<file path="src/rtl/wbr_cell_bank_o.sv">
// Bank of WIDTH IEEE 1500 output-type wrapper boundary cells: one serial shift
// chain, a parallel update stage, safe/mode muxing on cfo and a shift counter.
module wbr_cell_bank_o #(
  parameter int unsigned          WIDTH    = 8,
  parameter logic [WIDTH-1:0]     SAFE_VAL = '0,
  parameter int unsigned          CNT_W    = $clog2(WIDTH + 1)
) (
  input  logic             clk,
  input  logic             arst_n,
  input  logic [WIDTH-1:0] cfi,
  output logic [WIDTH-1:0] cfo,
  input  logic             cti,
  output logic             cto,
  input  logic             shift,
  input  logic             capture,
  input  logic             transfer,
  input  logic             update,
  input  logic             io_face,
  input  logic             mode,
  input  logic             safe,
  output logic [CNT_W-1:0] shift_cnt,
  output logic             vec_loaded
);

  localparam logic [CNT_W-1:0] CNT_MAX = CNT_W'(WIDTH);

  logic [WIDTH-1:0] sh_q,  sh_d;
  logic [WIDTH-1:0] upd_q, upd_d;
  logic [CNT_W-1:0] cnt_q, cnt_d;
  logic [WIDTH:0]   chain_ext;
  logic [WIDTH-1:0] sh_shifted;

  // Widening by one bit keeps the shift expression legal for WIDTH=1.
  assign chain_ext  = {cti, sh_q};
  assign sh_shifted = chain_ext[WIDTH:1];

  assign cfo = mode ? (safe ? SAFE_VAL : upd_q) : cfi;

  // Shift stage priority: shift > capture > transfer > hold.
  always_comb begin
    sh_d  = sh_q;
    cnt_d = cnt_q;
    upd_d = upd_q;
    if (shift) begin
      sh_d = sh_shifted;
      if (cnt_q != CNT_MAX) begin
        cnt_d = cnt_q + CNT_W'(1);
      end
    end else if (capture) begin
      sh_d  = io_face ? cfo : cfi;
      cnt_d = '0;
    end else if (transfer) begin
      sh_d  = upd_q;
      cnt_d = '0;
    end
    if (update) begin
      upd_d = sh_q;
    end
  end

  always_ff @(posedge clk or negedge arst_n) begin
    if (!arst_n) begin
      sh_q  <= '0;
      upd_q <= SAFE_VAL;
      cnt_q <= '0;
    end else begin
      sh_q  <= sh_d;
      upd_q <= upd_d;
      cnt_q <= cnt_d;
    end
  end

  assign cto        = sh_q[0];
  assign shift_cnt  = cnt_q;
  assign vec_loaded = (cnt_q == CNT_MAX);

endmodule

</file>
<file path="config.mk">
export PLATFORM = sky130hd
export DESIGN_NAME = wbr_cell_bank_o
export DESIGN_NICKNAME = d
export VERILOG_FILES = /design/src/rtl/wbr_cell_bank_o.sv
export SDC_FILE = /design/constraint.sdc
export NUM_CORES = 1
export LEC_CHECK = 0
export ABC_AREA = 1
export CAP_MARGIN = 20
export CORE_MARGIN = 10
export CORE_UTILIZATION = 40
export CTS_BUF_LIST = sky130_fd_sc_hd__clkbuf_4 sky130_fd_sc_hd__clkbuf_8 sky130_fd_sc_hd__clkbuf_16
export DETAILED_ROUTE_END_ITERATION = 16
export GPL_TIMING_DRIVEN = 0
export PLACE_DENSITY = 0.75
export SKIP_LAST_GASP = 1
export SYNTH_ARGS = -nofsm -noshare
export SYNTH_HDL_FRONTEND = slang
export SYNTH_SLANG_ARGS = --single-unit
</file>
<file path="constraint.sdc">
create_clock -name clk -period 1.7 [get_ports clk]
set_clock_uncertainty 0.15 [all_clocks]
set_input_delay 0.425 -clock clk [delete_from_list [all_inputs] [get_ports clk]]
set_output_delay 0.425 -clock clk [all_outputs]
set_load 0.02 [all_outputs]
</file>
==> impl_summary.log <==
[metrics] Pwr Density: about 760 nW/um^2
[metrics] worst reg2reg endpoint: shift_cnt[2]$_DFFE_PN0P_
[metrics] clock share of power: around 16%
[metrics] run status: complete, but fails checks
[metrics] combinational group share of total power: a little under 40%
[metrics] Yosys cell types: 16
[metrics] worst setup slack for register-to-register paths: 0.13 ns
[metrics] Worst Tran Pin Value: about 0.89 ns
[metrics] initial cell density of the core: around 41%
[metrics] fraction of synthesis flops using an asynchronous set or reset pin: 100%
[metrics] post-layout instance count excluding filler cells: around 280
[metrics] Final Wtd Congestion: around 0.77
[metrics] Post-synth EDFFs: 0
[metrics] Tightest Hold Check Type: in2reg
[metrics] fin crit period: about 1.8 ns
[metrics] aggregate negative setup slack: -0.126 ns
[metrics] overall fraction of global-route tracks in use: 11.9%
[metrics] multi-input logic area: around 700 sq um
[metrics] Slew HR: around 40%
[metrics] Total Wirelength: between 3 and 4 mm
[metrics] antenna violations before repair: 0
[metrics] max capacitance violation total: 0
[metrics] sort of element at the end of the critical path: primary output
[metrics] count of fill cells added during filler insertion: about 280
[metrics] final cycle utilization of the critical path: 106%
[metrics] share of final-layout standard cells stronger than drive strength 1: roughly a quarter
[metrics] Final #Nets: ~260
[metrics] pins over their slew limit: 0
[metrics] first-pass GRT wire length: about 5.5 mm
[metrics] Chip Height: ~76 um
[metrics] placed cells: about 260
[metrics] Critical Path Sink: vec_loaded
[metrics] leakage power: 0.959 nW
[metrics] final antenna-violating net count: 0
[metrics] area share of the leading cell type in the synthesized netlist: 40.1%
[metrics] I/O pins: 32
[metrics] final setup fails: 2
[metrics] most instantiated library cell after synthesis: sky130_fd_sc_hd__nand2_1
[metrics] Die Area: 5760 sq um
[metrics] Area growth syn-to-layout: 46.0%
[metrics] flop and latch count out of synthesis: 20
[metrics] failing checks: negative setup slack
[metrics] P_int: approximately 0.90 mW
[metrics] reg-to-reg critical path startpoint: shift_cnt[0]$_DFFE_PN0P_
[metrics] Clock Root Buffer: sky130_fd_sc_hd__clkbuf_4
[metrics] flip-flop and latch area: around 500 sq um
[metrics] unrepaired setup endpoints after global routing: yes
[metrics] most instantiated cells after synthesis: sky130_fd_sc_hd__nand2_1, sky130_fd_sc_hd__nor2_1, sky130_fd_sc_hd__dfrtp_1
[metrics] DRC violation count after routing: 0
[metrics] sequential power share: a little under half
[metrics] Hold Violations, Final: 0
[metrics] startpoint type of the worst setup path: flop
[metrics] initial detailed-routing violation count: between 40 and 50
[metrics] worst setup margin: -0.104 ns
[metrics] diode count: 0
[metrics] insertion delay to the later sink of the worst-skew pair: 0.29 ns
[metrics] Data arrival, critical path: between 1 and 1.5 ns
[metrics] sinks on the clock net: 20
[metrics] category of the critical setup timing path: reg2out
[metrics] Crit. Startpoint: shift_cnt[0]$_DFFE_PN0P_
[metrics] vias in the first global route: 1266
[metrics] top cell type by total area after synthesis: sky130_fd_sc_hd__dfrtp_1
[metrics] area of the core: ~3000 sq um
[metrics] estimated wirelength of the detail-placed design: about 2.4 mm
[metrics] maximum fanout count along the critical path: 2
[metrics] maximum buffer depth of the clock tree: 2
[metrics] clock-pin slew on the worst setup and hold paths: 0.10 ns
[metrics] Max Clock Freq: 0.554 GHz
[metrics] clock tree from TritonCTS: done
[metrics] horizontal die dimension: roughly 76 um
[metrics] Sw Ratio: roughly a third
[metrics] Yosys warning count: 0
[metrics] Overflow after GRT: 0
[metrics] pin count of the biggest net entering global routing: 21
[metrics] std cell rows: 20
[metrics] number of vias after detailed routing: about 1300
[metrics] Synth Flop Type: sky130_fd_sc_hd__dfrtp_1
[metrics] Cell Area, Synth: approximately 1200 sq um
[metrics] Via density: roughly 4.7
[metrics] P_sw: between 0.4 and 0.5 mW
[metrics] cell count after synthesis: between 150 and 200
[metrics] Worst Reg2Reg Path Length in Cells: 6
[metrics] average routed wire per standard cell: about 12 um
[metrics] CTS H-tree lvls: 1
[metrics] ranking of synthesized cells by area: sky130_fd_sc_hd__dfrtp_1, sky130_fd_sc_hd__nand2_1, sky130_fd_sc_hd__nor2_1
[metrics] required time at the endpoint of the critical path: approximately 1.1 ns
[metrics] Syn Area/Cell: 6.82 sq um
[metrics] Net Count, Synth: 203
[metrics] input/output buffers: 28
[metrics] Worst VDD drop: ~0.43 mV
[metrics] TritonCTS buffer count: 3
[metrics] sequential cell area fraction in the yosys report: 40.1%
[metrics] first-pass detailed-route iteration total: 4
==> flip-flops by register name (all words and copies together), names as in the netlist <==
signal     cells
shift_cnt      4
upd_q          8
sh_q           8
==> power by group through the flow <==
stage / Sequential (mW) / Combinational [mW] / Clock, mW
floorplan: 0.645 / 0.244 / 0
global placement: 0.631 / 0.437 / 0
detailed placement: 0.634 / 0.446 / 0
CTS: 0.623 / 0.514 / 0.224
global route: 0.640 / 0.593 / 0.243
finish: 0.628 / 0.537 / 0.213
==> per-layer routing <==
| layer | share of wire [%] | global-route usage, % | wire length (um) |
|---|---|---|---|
| met4 | 1.2 | 7.22 | 40 |
| met5 | 0 | 0 | 0 |
| met2 | 51 | 21.1 | 1700 |
| met3 | 6.5 | 1.82 | 218 |
| met1 | 41 | 13.1 | 1380 |
==> critical path: stages (launching register included) <==
cell and delay, ns:
sky130_fd_sc_hd__dfrtp_1 0.41, sky130_fd_sc_hd__buf_6 0.13, sky130_fd_sc_hd__inv_4 0.05, sky130_fd_sc_hd__ha_4 0.12, sky130_fd_sc_hd__nand3_2 0.07, sky130_fd_sc_hd__inv_2 0.06, sky130_fd_sc_hd__buf_6 0.10
==> cells in the final DEF (no fill, tap or decap), types with 3 or more instances in the layout <==
master,instances
sky130_fd_sc_hd__a21oi_1,16
sky130_fd_sc_hd__buf_2,6
sky130_fd_sc_hd__buf_4,17
sky130_fd_sc_hd__buf_6,12
sky130_fd_sc_hd__clkbuf_4,3
sky130_fd_sc_hd__clkdlybuf4s50_1,4
sky130_fd_sc_hd__dfrtp_1,20
sky130_fd_sc_hd__dlygate4sd2_1,11
sky130_fd_sc_hd__inv_1,7
sky130_fd_sc_hd__inv_2,6
sky130_fd_sc_hd__nand2_1,62
sky130_fd_sc_hd__nand3_1,11
sky130_fd_sc_hd__nand3_2,7
sky130_fd_sc_hd__nor2_1,30
sky130_fd_sc_hd__o21ai_1,3
==> worst min-delay path by stage <==
stage | start | to | slack, ns | cells after the start
floorplan | arst_n | sh_q[0]$_DFFE_PN0P_ | -0.02 | 0
CTS | shift | sh_q[5]$_DFFE_PN0P_ | 0.32 | 5
global placement | sh_q[4]$_DFFE_PN0P_ | sh_q[4]$_DFFE_PN0P_ | 0.31 | 2
detailed placement | sh_q[7]$_DFFE_PN0P_ | sh_q[7]$_DFFE_PN0P_ | 0.32 | 2
finish | shift | sh_q[5]$_DFFE_PN0P_ | 0.33 | 5
global route | shift | sh_q[5]$_DFFE_PN0P_ | 0.34 | 5
==> through the flow <==
stage               power, mW  hold slack, ns  utilization (%)  worst slack [ns]  area [sq um]
global placement         1.07           0.312             52.3            -0.710          1580
floorplan               0.889         -0.0206                -             0.169          1250
finish                   1.38           0.326             60.2            -0.104          1820
detailed placement       1.08           0.319             52.3            -0.704          1580
global route             1.48           0.341             60.2            -0.185          1820
CTS                      1.36           0.318             58.6            -0.105          1770
==> area by class of cell <==
cell class                 count  share of cell area, %
inverter                      14                   3.02
multi-input combinational    141                   38.2
timing repair buffer          47                   24.2
clock buffer                   3                   1.24
tap                           44                   3.02
buffer                         8                   2.88
sequential                    20                   27.5
==> logic make-up (layout without fill, tap and decap cells) <==
logic type / after synthesis / after routing / synth area share, %
AO/OA/AOI/OAI: 19 / 19 / 7.62
AND/OR/NAND/NOR: 116 / 116 / 38.3
buffers and inverters: 22 / 72 / 8.42
adder cells (fa/ha/maj): 2 / 2 / 2.00
multiplexers: 4 / 4 / 3.61
flip-flops: 20 / 20 / 40.1
==> timing repair <==
| action | in CTS | in global routing |
|---|---|---|
| cloned | 0 | 0 |
| pin swaps | 15 | 5 |
| hold buffers | 0 | 0 |
| gates resized for setup | 78 | 10 |
| setup buffers | 17 | 2 |
| endpoints found under the setup margin | 14 | 8 |
Power figures use the tool's default switching activity.
==> patch (config.mk and constraints unchanged) <==
Register the outputs `cto` and `vec_loaded`, without a reset; this adds one clock of latency there. The other outputs are not delayed to match.
--- a/src/rtl/wbr_cell_bank_o.sv
+++ b/src/rtl/wbr_cell_bank_o.sv
@@ -71,7 +71,9 @@
   end
 
-  assign cto        = sh_q[0];
   assign shift_cnt  = cnt_q;
-  assign vec_loaded = (cnt_q == CNT_MAX);
+  always_ff @(posedge clk) begin
+    cto        <= sh_q[0];
+    vec_loaded <= (cnt_q == CNT_MAX);
+  end
 
 endmodule
Formal check against the unedited RTL: not equivalent (Yosys sat finds a counterexample within 4 cycles, from zero or initial values and one cycle with arst_n low).
==> patch against the unedited design <==
- the flow still finishes with violations (setup timing)
- core utilization shrank 3.9 points
- synthesized area grew 3.2%
- cell count shrank 2.9%
- total power shrank 2.3%
- design area shrank 4.9%
- largest cell class unchanged
- non-clock buffer count shrank 10
- sequential cell count grew 2
- synthesized cell count grew 1.1%
- routed wire length shrank 5.6%
- worst setup slack gained 0.046 ns
- worst hold slack lost 0.077 ns
- critical path depth shrank 1
- sequential power grew 8.1%
- largest power group unchanged
- global-route usage shrank 1.7 points
- highest routed layer unchanged
==> patch: results (changes against the unedited design) <==
| Metric | Value |
|---|---|
| Synth Area in Adders | `0.0194 (was 0.0200)` |
| Crit path arrival time | `1.18 ns (was 1.23 ns)` |
| Failing checks | `setup timing (unchanged)` |
| Final GP Congestion | `0.798 (was 0.773)` |
| YS warnings | `0 (unchanged)` |
| Synth area leaders | `dfrtp_1 (39%), nand2_1 (19%), nor2_1 (8.7%), nand3_1 (7.0%), a21oi_1 (6.2%) (was dfrtp_1 (40%), nand2_1 (19%), nor2_1 (9.0%), nand3_1 (7.2%), a21oi_1 (6.4%))` |
| Seq/Total Area, Yosys | `0.419 (was 0.401)` |
| Drt total wl | `3.15 mm (was 3.34 mm)` |
| Nets | `247 (was 255)` |
| Slowest CP cell | `dlygate4sd2_1 (was dfrtp_1)` |
| Run status | `complete, but fails checks (unchanged)` |
| RR Endpoint | `sh_q[1] (was shift_cnt[2])` |
| RR Startpoint | `upd_q[1] (was shift_cnt[0])` |
| CP max FO | `8 (was 2)` |
| P_comb | `0.000454 W (was 0.000537 W)` |
| Post-route setup slack | `-0.0580 ns (was -0.104 ns)` |
| Crit-path max cell delay | `0.26 ns (was 0.41 ns)` |
| Async set-reset flop share out of synthesis | `0.909 (was 1.00)` |
| Compound-Gate Fraction of Synth Area | `0.0738 (was 0.0762)` |
| Post-synthesis mux area share | `0.0350 (was 0.0361)` |
| Crit path from | `safe (was shift_cnt[0])` |
| Worst Setup EP | `cfo[2] (was vec_loaded)` |
| Worst min-delay path class | `reg2reg (was in2reg)` |
| Net Sw Power | `0.000453 W (was 0.000481 W)` |
| First-pass GRT wire length | `5.23 mm (was 5.45 mm)` |
| Post-CTS setup buffer count | `9 (was 17)` |
| R2R cell count | `10 (was 6)` |
| Fill count | `313 (was 279)` |
| P_int | `0.000895 W (was 0.000898 W)` |
| Post-DR vias/cell | `4.71 (was 4.66)` |
| Mapped Nets | `205 (was 203)` |
| Top delay family on crit path | `buffers and inverters (was flip-flops)` |
| Ratio of cells with drive above 1 in the final layout | `0.187 (was 0.258)` |
| R2r setup slk | `0.21 ns (was 0.13 ns)` |
| Post-DP HPWL | `2.40 mm (was 2.43 mm)` |
| P_leak | `0.925 nW (was 0.959 nW)` |
| Netlist cell types | `17 (was 16)` |
| Slew HR | `0.426 (was 0.402)` |
| Overall routing resource usage | `0.102 (was 0.119)` |
| Vias in the first global route | `1182 (was 1266)` |
| Clk pwr | `0.000214 W` |
| Final setup fails | `1 (was 2)` |
| Worst vdd ir | `0.330 mV (was 0.429 mV)` |
patch: layout make-up:
class	count	share of cell area
multi-input cells	141	0.384
inverters	14	0.0318
clock buffers	3	0.0130
plain buffers	8	0.0303
well taps	44	0.0318
repair buffers	37	0.197
flip-flops and latches	22	0.312
patch: worst reg2reg max path, stage by stage (launching register included):
cell and delay (ns):
dfrtp_1 0.41, nand3_2 0.10, buf_4 0.15, buf_4 0.12
buf_4 0.12, buf_4 0.11, nand3_1 0.05, nand2_1 0.05
nand2_1 0.07, nand2_1 0.05, nand2_1 0.05
patch: cells by family after synthesis:
group / Yosys count
AOI/OAI and AO/OA: 19
buffers and inverters: 22
adders and majority gates: 2
DFF: 22
muxes: 4
and+or+nand+nor: 116
patch: worst min-delay path by stage:
| stage | start | to | slack (ns) | cells past startpoint |
|---|---|---|---|---|
| final | sh_q[0] | cto | 0.25 | 0 |
| after floorplan | arst_n | sh_q[0] | -0.02 | 0 |
| after detailed placement | sh_q[0] | cto | 0.22 | 0 |
| after global placement | sh_q[0] | cto | 0.23 | 0 |
| after CTS | sh_q[0] | cto | 0.25 | 0 |
| after global routing | sh_q[0] | cto | 0.27 | 0 |
patch: per-layer routing:
layer,vias to the layer above,part of all wire,routed length (um),track usage
met1,564,0.44,1380,0.120
met5,-,0,0,0
li1,668,-,-,-
met3,6,0.048,150,0.0175
met2,29,0.49,1530,0.176
met4,0,0.028,87,0.0446
patch: through the flow:
step           setup WS (ns)  area, um^2  setup TNS, ns  instances  hold WS (ns)
2_1_floorplan          0.223        1290              0        185       -0.0206
3_3_place_gp          -0.704        1620          -7.29        257         0.227
3_5_place_dp          -0.704        1620          -7.23        257         0.225
4_1_cts              -0.0694        1710        -0.0694        269         0.250
5_1_grt              -0.0871        1730         -0.206        269         0.269
6_report             -0.0580        1730        -0.0580        269         0.249
